==> config.mk <==
export PLATFORM = sky130hd
export DESIGN_NAME = bsg_activation_arbiter
export DESIGN_NICKNAME = d
export VERILOG_FILES = /design/src/rtl/bsg_activation_pkg.sv /design/src/rtl/bsg_activation_rr_pick.sv /design/src/rtl/bsg_activation_arbiter.sv
export SDC_FILE = /design/constraint.sdc
export NUM_CORES = 1
export LEC_CHECK = 0
export ABC_AREA = 1
export CAP_MARGIN = 10
export CORE_MARGIN = 3
export CORE_UTILIZATION = 33
export CTS_BUF_LIST = sky130_fd_sc_hd__clkbuf_8
export DETAILED_ROUTE_END_ITERATION = 7
export PLACE_DENSITY = 0.9
export SYNTH_ARGS = -nofsm -noshare
export SYNTH_HDL_FRONTEND = slang
export SYNTH_SLANG_ARGS = --single-unit
==> constraint.sdc <==
create_clock -name clk_i -period 1.7 [get_ports clk_i]
set_clock_uncertainty 0.05 [all_clocks]
set_input_delay 0.34 -clock clk_i [delete_from_list [all_inputs] [get_ports clk_i]]
set_output_delay 0.34 -clock clk_i [all_outputs]
set_load 0.01 [all_outputs]
==> src/rtl/bsg_activation_pkg.sv <==
// Shared types and constants for the activation-engine arbiter slice.
// Used by bsg_activation_arbiter (optional BSG_ACTIVATION_ARBITER_PERF_EN counters) and bsg_activation_rr_pick.
package bsg_activation_pkg;

    typedef enum logic [1:0] {
        e_IDLE  = 2'd0,
        e_ISSUE = 2'd1,
        e_BUSY  = 2'd2
    } bsg_activation_arb_state_e;

    localparam int unsigned bsg_act_precision_lp = 16;
    localparam logic [31:0] bsg_act_one_lp       = 32'd1 << bsg_act_precision_lp;
    localparam int unsigned bsg_act_cnt_width_lp = 32;

    // Counters stick at all-ones instead of wrapping back to zero.
    function automatic logic [bsg_act_cnt_width_lp-1:0] bsg_act_sat_inc(
        input logic [bsg_act_cnt_width_lp-1:0] v
    );
        return (v == {bsg_act_cnt_width_lp{1'b1}}) ? v : (v + 32'd1);
    endfunction

endpackage

==> src/rtl/bsg_activation_rr_pick.sv <==
// Combinational round-robin pick: first valid requester searching upward from last_i+1, wrapping.
module bsg_activation_rr_pick
    import bsg_activation_pkg::*;
#(
    parameter int num_req_p  = 4,
    parameter int id_width_p = $clog2(num_req_p)
) (
    input  logic [num_req_p-1:0]  v_i,
    input  logic [id_width_p-1:0] last_i,
    output logic [num_req_p-1:0]  grant_o,
    output logic [id_width_p-1:0] winner_o,
    output logic                  any_v_o
);

    logic                  hi_any_s;
    logic [id_width_p-1:0] hi_idx_s;
    logic                  lo_any_s;
    logic [id_width_p-1:0] lo_idx_s;

    // Descending scan so the lowest qualifying index wins; "hi" only sees indices above last_i.
    always_comb begin
        hi_any_s = 1'b0;
        hi_idx_s = '0;
        lo_any_s = 1'b0;
        lo_idx_s = '0;
        for (int j = num_req_p - 1; j >= 0; j--) begin
            lo_any_s = lo_any_s | v_i[j];
            lo_idx_s = v_i[j] ? id_width_p'(j) : lo_idx_s;
            hi_any_s = hi_any_s | (v_i[j] & (32'(j) > 32'(last_i)));
            hi_idx_s = (v_i[j] && (32'(j) > 32'(last_i))) ? id_width_p'(j) : hi_idx_s;
        end
    end

    // Prefer requesters above the previous winner, otherwise wrap to the lowest valid one.
    always_comb begin
        any_v_o  = lo_any_s;
        winner_o = hi_any_s ? hi_idx_s : lo_idx_s;
        grant_o  = '0;
        grant_o[winner_o] = lo_any_s;
    end

endmodule

==> src/rtl/bsg_activation_arbiter.sv <==
// Shares one bsg_activation engine among num_req_p requesters, one transaction at a time.
// Define BSG_ACTIVATION_ARBITER_PERF_EN to add grant_count_o / busy_cycles_o performance counters.
module bsg_activation_arbiter
    import bsg_activation_pkg::*;
#(
    parameter int num_req_p   = 4,
    parameter int ang_width_p = 21,
    parameter int precision_p = 16,
    parameter int id_width_p  = $clog2(num_req_p)
) (
    input  logic                             clk_i,
    input  logic                             reset_i,
    input  logic [num_req_p-1:0]             req_v_i,
    input  logic [num_req_p*ang_width_p-1:0] req_ang_i,
    input  logic [num_req_p-1:0]             req_tanh_sel_i,
    output logic [num_req_p-1:0]             req_ready_o,
    output logic [ang_width_p-1:0]           eng_ang_o,
    output logic                             eng_tanh_sel_o,
    output logic                             eng_v_o,
    input  logic                             eng_ready_i,
    input  logic [precision_p:0]             eng_data_i,
    input  logic                             eng_v_i,
    output logic                             eng_yumi_o,
    output logic                             v_o,
    output logic [precision_p:0]             data_o,
    output logic [id_width_p-1:0]            id_o,
    input  logic                             ready_i
`ifdef BSG_ACTIVATION_ARBITER_PERF_EN
    ,
    output logic [num_req_p*32-1:0]          grant_count_o,
    output logic [31:0]                      busy_cycles_o
`endif
);

    bsg_activation_arb_state_e state_q, state_d;
    logic [id_width_p-1:0]     last_q, last_d;
    logic [ang_width_p-1:0]    ang_q, ang_d;
    logic                      tanh_sel_q, tanh_sel_d;
    logic [id_width_p-1:0]     id_q, id_d;

    logic [num_req_p-1:0]      grant_s;
    logic [id_width_p-1:0]     winner_s;
    logic                      any_v_s;
    logic                      accept_s;

    bsg_activation_rr_pick #(
        .num_req_p  (num_req_p),
        .id_width_p (id_width_p)
    ) u_rr_pick (
        .v_i      (req_v_i),
        .last_i   (last_q),
        .grant_o  (grant_s),
        .winner_o (winner_s),
        .any_v_o  (any_v_s)
    );

    assign accept_s = (state_q == e_IDLE) & any_v_s;

    // State and transaction-capture registers; last_q starts at the top so requester 0 goes first.
    always_ff @(posedge clk_i or posedge reset_i) begin
        if (reset_i) begin
            state_q    <= e_IDLE;
            last_q     <= id_width_p'(num_req_p - 1);
            ang_q      <= '0;
            tanh_sel_q <= 1'b0;
            id_q       <= '0;
        end else begin
            state_q    <= state_d;
            last_q     <= last_d;
            ang_q      <= ang_d;
            tanh_sel_q <= tanh_sel_d;
            id_q       <= id_d;
        end
    end

    // Next-state logic; angle and function select are captured only at grant time.
    always_comb begin
        state_d    = state_q;
        last_d     = last_q;
        ang_d      = ang_q;
        tanh_sel_d = tanh_sel_q;
        id_d       = id_q;
        case (state_q)
            e_IDLE: begin
                if (any_v_s) begin
                    state_d    = e_ISSUE;
                    last_d     = winner_s;
                    id_d       = winner_s;
                    ang_d      = req_ang_i[int'(winner_s)*ang_width_p +: ang_width_p];
                    tanh_sel_d = req_tanh_sel_i[winner_s];
                end else begin
                    state_d = e_IDLE;
                end
            end
            e_ISSUE: begin
                if (eng_ready_i) begin
                    state_d = e_BUSY;
                end else begin
                    state_d = e_ISSUE;
                end
            end
            e_BUSY: begin
                if (eng_v_i && ready_i) begin
                    state_d = e_IDLE;
                end else begin
                    state_d = e_BUSY;
                end
            end
            default: begin
                state_d = e_IDLE;
            end
        endcase
    end

    // Output decode; req_ready_o is masked during reset so nothing is accepted while it is held.
    always_comb begin
        req_ready_o    = '0;
        eng_v_o        = 1'b0;
        eng_yumi_o     = 1'b0;
        v_o            = 1'b0;
        data_o         = '0;
        eng_ang_o      = ang_q;
        eng_tanh_sel_o = tanh_sel_q;
        id_o           = id_q;
        case (state_q)
            e_IDLE: begin
                req_ready_o = reset_i ? '0 : grant_s;
            end
            e_ISSUE: begin
                eng_v_o = 1'b1;
            end
            e_BUSY: begin
                v_o        = eng_v_i;
                data_o     = eng_data_i;
                eng_yumi_o = ready_i & eng_v_i;
            end
            default: begin
                req_ready_o = '0;
            end
        endcase
    end

`ifdef BSG_ACTIVATION_ARBITER_PERF_EN
    logic [bsg_act_cnt_width_lp-1:0] grant_cnt_q [num_req_p];
    logic [bsg_act_cnt_width_lp-1:0] grant_cnt_d [num_req_p];
    logic [bsg_act_cnt_width_lp-1:0] busy_cnt_q, busy_cnt_d;

    // Saturating per-requester grant counts and non-idle cycle count.
    always_comb begin
        for (int k = 0; k < num_req_p; k++) begin
            grant_cnt_d[k] = (accept_s && (winner_s == id_width_p'(k)))
                           ? bsg_act_sat_inc(grant_cnt_q[k]) : grant_cnt_q[k];
        end
        busy_cnt_d = (state_q != e_IDLE) ? bsg_act_sat_inc(busy_cnt_q) : busy_cnt_q;
    end

    // Performance counter registers.
    always_ff @(posedge clk_i or posedge reset_i) begin
        if (reset_i) begin
            for (int k = 0; k < num_req_p; k++) begin
                grant_cnt_q[k] <= '0;
            end
            busy_cnt_q <= '0;
        end else begin
            for (int k = 0; k < num_req_p; k++) begin
                grant_cnt_q[k] <= grant_cnt_d[k];
            end
            busy_cnt_q <= busy_cnt_d;
        end
    end

    // Flatten counters onto the output bus.
    always_comb begin
        for (int k = 0; k < num_req_p; k++) begin
            grant_count_o[k*32 +: 32] = grant_cnt_q[k];
        end
        busy_cycles_o = busy_cnt_q;
    end
`endif

endmodule

==> results.md, run 1 <==
- Area growth, synth to finish: 93.6%
- Hold-critical path depth: 2
- Slew @ Worst Pin: 0.449 ns
- Worst-case reg-to-reg path depth: 12
- CP Data Arrival Time: 1.66 ns
- Yosys warns: 0
- Nets: 680
- Total core area: 6830 um^2
- Clock Latency Late Sink: 0.27 ns
- Initial antenna violation count: 0
- Die Ht: 90.1 um
- Via Count: 3169
- Crit path capture type: output pin
- Setup WS pre-CTS: -0.906 ns
- Startpoint type of the worst setup path: flip-flop
- DR top layer: met4
- Most frequent cells in the layout: 134 x clkdlybuf4s50_1, 118 x nor2_1, 90 x nand3_1
- Worst min path class: flip-flop to flip-flop
- Post-Synthesis Cell Area: 2330 um^2
- Synthesized Nets: 501
- Hold Vio Cnt, Final: 0
- Met3 WL: 844 um
- CTS tree: built
- H-tree lvl count: 1
- Yosys reg bits: 28
- Synth top area cells: dfrtp_1 28%, nor2_1 22%, nand3_1 20%, inv_1 8.2%, nand2_1 6.4%
- Avg Cell Area, Syn: 6.03 um^2
- DRT Pass-1 Iters: 4
- RSZ-0062 raised after global routing: yes
- DP HPWL: 6620 um
- Number of global-route vias before repair: 3175
- Root buf cell: clkbuf_8
- Failing checks: setup timing
- Cell Pwr Density: 1420 nW/um^2
- Cell variety after synth: 23
- Share of cells above drive strength 1: 0.188
- Seq/Total Area, Yosys: 0.301
- Routed vias/inst: 4.79
- Worst slew margin: 0.701
- Placement row count: 30
- Period utilization: 1.20
- First-pass GRT wire length: 15000 um
- DRT met1 WL: 3740 um
- Port Buffers: 161
- Final instance area: 4520 um^2
- Clock transition at path regs: 0.10 ns
- Total power: 0.00640 W
- CP required: 1.31 ns
- Seq. cell area: 703 um^2
- Post-Route WL: 9420 um
- Starting Density: 0.342
- Remaining DRCs: 0
- GRT Residual Overflow: 0
- Critical path class: flip-flop to output pin
- Status: finished with violations
- Core Util, Final: 0.661
- Yosys top cell area share: 0.279
- Largest net degree at the start of global routing: 50
- Static Leak: 2.15 nW
- Die width: 90.1 um
- Min Clock Period, post-route: 2.05 ns
- CTS sink count: 28
- VDD IR-drop max: 0.735 mV
- Met2 WL: 4720 um
- Detailed router's first-iteration violation count: 108
- # hold bufs at CTS: 0
- Full die area: 8120 um^2
- Antenna Nets Post-Route: 0
- Post-place instance area: 4180 um^2
- Total I/O pin count: 162
- Biggest area consumer among synthesized cells: dfrtp_1
- Setup_tns: -5.41 ns
- Num CTS Buffers: 3
- Final setup fails: 30
- Final slew viol count: 0
- Commonest non-fill, non-tap cell in the layout: clkdlybuf4s50_1
- Mapped Cells: 387
- Routed len/inst: 14.3 um
- Gr usage total: 0.224
- Footprint of the multi-input gates: 1460 um^2
- Clock Path Buffers: 2
- Peak Freq: 0.489 GHz
- Number of max-cap violations: 0
- Fillers: 559
- Number of antenna repair diodes: 0
- Critical Path Fanout Max: 3
- Final WS setup: -0.346 ns
- GPL Wtd Cong: 0.847
-- sequential cells by signal, summed over array words and instances (netlist names) --
signal          flops
eng_ang_o          21
id_o                2
last_q              2
state_q             2
eng_tanh_sel_o      1
-- Yosys cell counts, drive strengths merged --
library cell,count
clkbuf,8
buf,14
dfrtp,26
nor3,1
nand2,46
dfstp,2
a21oi,2
nor4,2
a21boi,1
inv,52
nand3,91
o31ai,1
nor2,139
o21ai,2
-- timing repair --
action,4_1_cts,5_1_grt
pin swaps,9,6
setup buffers,6,3
hold endpoints to repair,0,0
gates cloned,3,1
gates resized for setup,129,36
endpoints found under the setup margin,51,50
-- stage by stage --
step                hold WS [ns]  cells
finish                     0.431    661
CTS                        0.436    660
floorplan                  0.376    387
detailed placement         0.411    647
global placement           0.411    647
global route               0.452    661
-- layout make-up --
class	instances	share of cell area
clock buffer	4	0.0122
inverter	52	0.0443
multi-input combinational	285	0.322
sequential	28	0.156
tap	96	0.0266
timing repair buffer	196	0.439
-- layer usage --
metal,vias up,global-route usage
met5,-,0
met4,0,0.0523
met3,12,0.0594
met2,180,0.411
li1,1554,-
met1,1423,0.258
-- worst max-delay path: stages (launching register included) --
cell and delay [ns]:
dfstp_2 0.57, nand2_2 0.06, nand2_4 0.09, buf_6 0.11
inv_2 0.04, a21oi_4 0.18, nand2_4 0.09, nor2_4 0.13
buf_6 0.11
-- logic make-up after synthesis --
| family | Yosys count | synth area share |
|---|---|---|
| flip-flops | 28 | 0.301 |
| AO/OA/AOI/OAI | 6 | 0.0182 |
| AND/OR/NAND/NOR | 279 | 0.532 |
| buffers and inverters | 74 | 0.149 |
-- worst paths after layout --
kind                            from        endpoint  slack [ns]
max                        last_q[1]  req_ready_o[0]       -0.35
min                          id_o[1]         id_o[1]        0.43
max reg2reg                last_q[1]    eng_ang_o[7]       -0.26
min reg2reg                  id_o[1]         id_o[1]        0.43
max in group asynchronous    reset_i       last_q[0]        0.72
min in group asynchronous    reset_i         id_o[1]        0.57
-- power breakdown --
part | internal [W] | total (W) | switching, W
logic | 0.00227 | 0.00475 | 0.00248
clock network | 0.000207 | 0.000418 | 0.000211
registers | 0.00104 | 0.00124 | 0.000197
Power figures use the tool's default switching activity.
==> run 2, diff against run 1 <==
--- a/config.mk
+++ b/config.mk
@@ -11,6 +11,7 @@
 export CORE_UTILIZATION = 33
 export CTS_BUF_LIST = sky130_fd_sc_hd__clkbuf_8
 export DETAILED_ROUTE_END_ITERATION = 7
+export HOLD_SLACK_MARGIN = 0.1
 export PLACE_DENSITY = 0.9
 export SYNTH_ARGS = -nofsm -noshare
 export SYNTH_HDL_FRONTEND = slang
==> results of run 2 <==
The final DEF is identical to that of run 1; final timing and power are the same.
==> run 3, diff against run 2 <==
==> constraint.sdc (replaced) <==
create_clock -name clk_i -period 1.7 [get_ports clk_i]
set_clock_uncertainty 0.05 [all_clocks]
set_input_delay 0.51 -clock clk_i [delete_from_list [all_inputs] [get_ports clk_i]]
set_output_delay 0.51 -clock clk_i [all_outputs]
set_load 0.01 [all_outputs]
==> results.md, run 3 (synthesis results as in run 1) <==
- CP Data Arrival Time: 1.72 ns (+0.06 ns)
- Static Leak: 2.33 nW (+8.3%)
- Met2 GRT Util: 0.416 (+0.00560)
- Share of cells above drive strength 1: 0.279 (+0.0916)
- Commonest non-fill, non-tap cell in the layout: nor2_1
- Seq. cell area: 703 um^2 (unchanged)
- Num CTS Buffers: 3 (unchanged)
- Critical path class: flip-flop to output pin
- Antenna Nets Post-Route: 0 (unchanged)
- DRT Pass-1 Iters: 5 (+1)
- Placement row count: 30 (unchanged)
- Failing checks: setup timing
- GPL Wtd Cong: 0.802 (-5.3%)
- Detailed router's first-iteration violation count: 182 (+69%)
- Worst-case reg-to-reg path depth: 12 (unchanged)
- Footprint of the multi-input gates: 1570 um^2 (+8.0%)
- Initial antenna violation count: 3 (+3)
- Startpoint type of the worst setup path: flip-flop
- Remaining DRCs: 0 (unchanged)
- VDD IR-drop max: 0.891 mV (+21%)
- Clock transition at path regs: 0.10 ns (about the same)
- Crit path capture type: output pin
- Routed vias/inst: 4.93 (+2.9%)
- Area growth, synth to finish: 108%
- Switching power: 0.00319 W (+11%)
- Largest net degree at the start of global routing: 50 (unchanged)
- Highest-delay cell along the critical path: dfstp_2
- Crit path top cell by count: nand2_4
- GRT Residual Overflow: 0 (unchanged)
- Final WS setup: -0.582 ns (-0.236 ns)
- Gr usage total: 0.229 (+0.00543)
- Status: finished with violations
- Root buf cell: clkbuf_8
- Fillers: 492 (-12%)
- Hold-critical path depth: 2 (unchanged)
- Internal power: 0.00372 W (+6.0%)
- CP required: 1.14 ns (-0.17 ns)
- Worst path cell trace: nand2_2 > nand2_4 > nand2_4 > nor2_4 > nor2_8 > clkinv_4 > nand3_4 > nor2_2 > buf_2
- Met3 Use GR: 0.0494 (-0.0100)
- Worst min path class: flip-flop to flip-flop
- Routed len/inst: 16.3 um (+14%)
- Period utilization: 1.34 (+0.139)
- Full die area: 8120 um^2 (unchanged)
- Die Ht: 90.1 um (unchanged)
- Switching portion of total power: 0.462 (+0.0103)
- Via Count: 3404 (+7.4%)
- DP HPWL: 6590 um (-0.47%)
- Final setup fails: 49 (+63%)
- Cell Pwr Density: 1430 nW/um^2 (+0.65%)
- Most frequent cells in the layout: 94 x nor2_1, 90 x nand3_1, 90 x clkdlybuf4s50_1
- RSZ-0062 raised after global routing: yes
- Port Buffers: 161 (unchanged)
- Peak Freq: 0.438 GHz (-10%)
- Critical Path Fanout Max: 4 (+1)
- Die width: 90.1 um (unchanged)
- Number of global-route vias before repair: 3218 (+1.4%)
- CTS tree: built
- Post-Route WL: 11300 um (+19%)
- Largest register FFs: 21 (unchanged)
- Comb power frac: 0.763 (+0.021)
- Total I/O pin count: 162 (unchanged)
- H-tree lvl count: 1 (unchanged)
- Sequential Power Share: 0.177 (-0.016)
- Worst slew margin: 0.755 (+0.0545)
- Hold Vio Cnt, Final: 0 (unchanged)
- Most used routing layer: met2
- First-pass GRT wire length: 15400 um (+2.6%)
- Clk pwr share: 0.060 (-0.005)
- Nets: 706 (+3.8%)
- Crit path largest cell delay: 0.56 ns (about the same)
- Min Clock Period, post-route: 2.28 ns (+0.236 ns)
- # hold bufs at CTS: 0 (unchanged)
- Setup_tns: -10.61 ns (-5.20 ns)
- Core Util, Final: 0.710 (+0.0487)
- Clock Latency Late Sink: 0.27 ns (about the same)
- Total power: 0.00692 W (+8.1%)
- CTS sink count: 28 (unchanged)
- Starting Density: 0.342 (unchanged)
- Total core area: 6830 um^2 (unchanged)
- Setup WS pre-CTS: -1.27 ns (-0.363 ns)
- Met1 Resource Use GR: 0.268 (+0.0103)
- Slew @ Worst Pin: 0.367 ns (-0.0818 ns)
- Final slew viol count: 0 (unchanged)
- Clock Path Buffers: 2 (unchanged)
- Number of max-cap violations: 0 (unchanged)
[run 3: cell count changes in the layout (fill, tap and decap cells not counted), moves of 6 or more]
cell	delta
buf_6	+8
clkdlybuf4s50_1	-44
buf_4	+10
nor2_1	-24
dlygate4sd2_1	+39
nor2_2	+22
buf_2	+6
[run 3: power groups by stage]
stage | combinational [W] | clock [W] | sequential [W]
after floorplan | 0.00225 | 0 | 0.00137
after global placement | 0.00395 | 0 | 0.00123
after detailed placement | 0.00407 | 0 | 0.00123
after CTS | 0.00429 | 0.000426 | 0.00122
after global routing | 0.00566 | 0.000455 | 0.00127
final | 0.00528 | 0.000417 | 0.00123
[run 3: timing repair]
action / 4_1_cts / 5_1_grt
gates cloned: 1 / 6
setup endpoints to repair: 75 / 51
pin swaps: 30 / 55
buffers inserted: 24 / 12
resized for setup: 185 / 86
[run 3: final cells by class]
| type | instances | share of cell area |
|---|---|---|
| antenna | 3 | 0.00155 |
| clock buffer | 4 | 0.0113 |
| inverter | 52 | 0.0462 |
| multi-input combinational | 285 | 0.324 |
| sequential | 28 | 0.145 |
| tap | 96 | 0.0248 |
| timing repair buffer | 222 | 0.447 |
[run 3: worst max-delay path, delay by kind of cell (launching register included)]
family / cells / cell delay, ns
flops: 1 / 0.56
buf+inv: 2 / 0.22
simple gates: 7 / 0.65
[run 3: worst paths after layout]
path	startpoint	slack (ns)	end
min in group asynchronous	reset_i	0.86	state_q[1]
worst min-delay path	eng_ang_o[6]	0.46	eng_ang_o[6]
worst max register to register	last_q[0]	-0.28	eng_ang_o[16]
worst min register to register	eng_ang_o[6]	0.46	eng_ang_o[6]
max in group asynchronous	reset_i	0.43	last_q[0]
worst max-delay path	last_q[1]	-0.58	req_ready_o[0]
[run 3: metal layers]
layer | vias to the layer above | wire length, um
met5 | - | 0
met1 | 1579 | 4270
met2 | 197 | 5790
met3 | 18 | 933
met4 | 0 | 252
li1 | 1610 | -
[run 3: metrics by stage]
stage               instances  hold WS (ns)  area, um^2
finish                    690         0.458        4850
global route              690         0.485        4850
CTS                       674         0.437        4380
detailed placement        645         0.419        4180
global placement          645         0.422        4180
floorplan                 387         0.378        2410
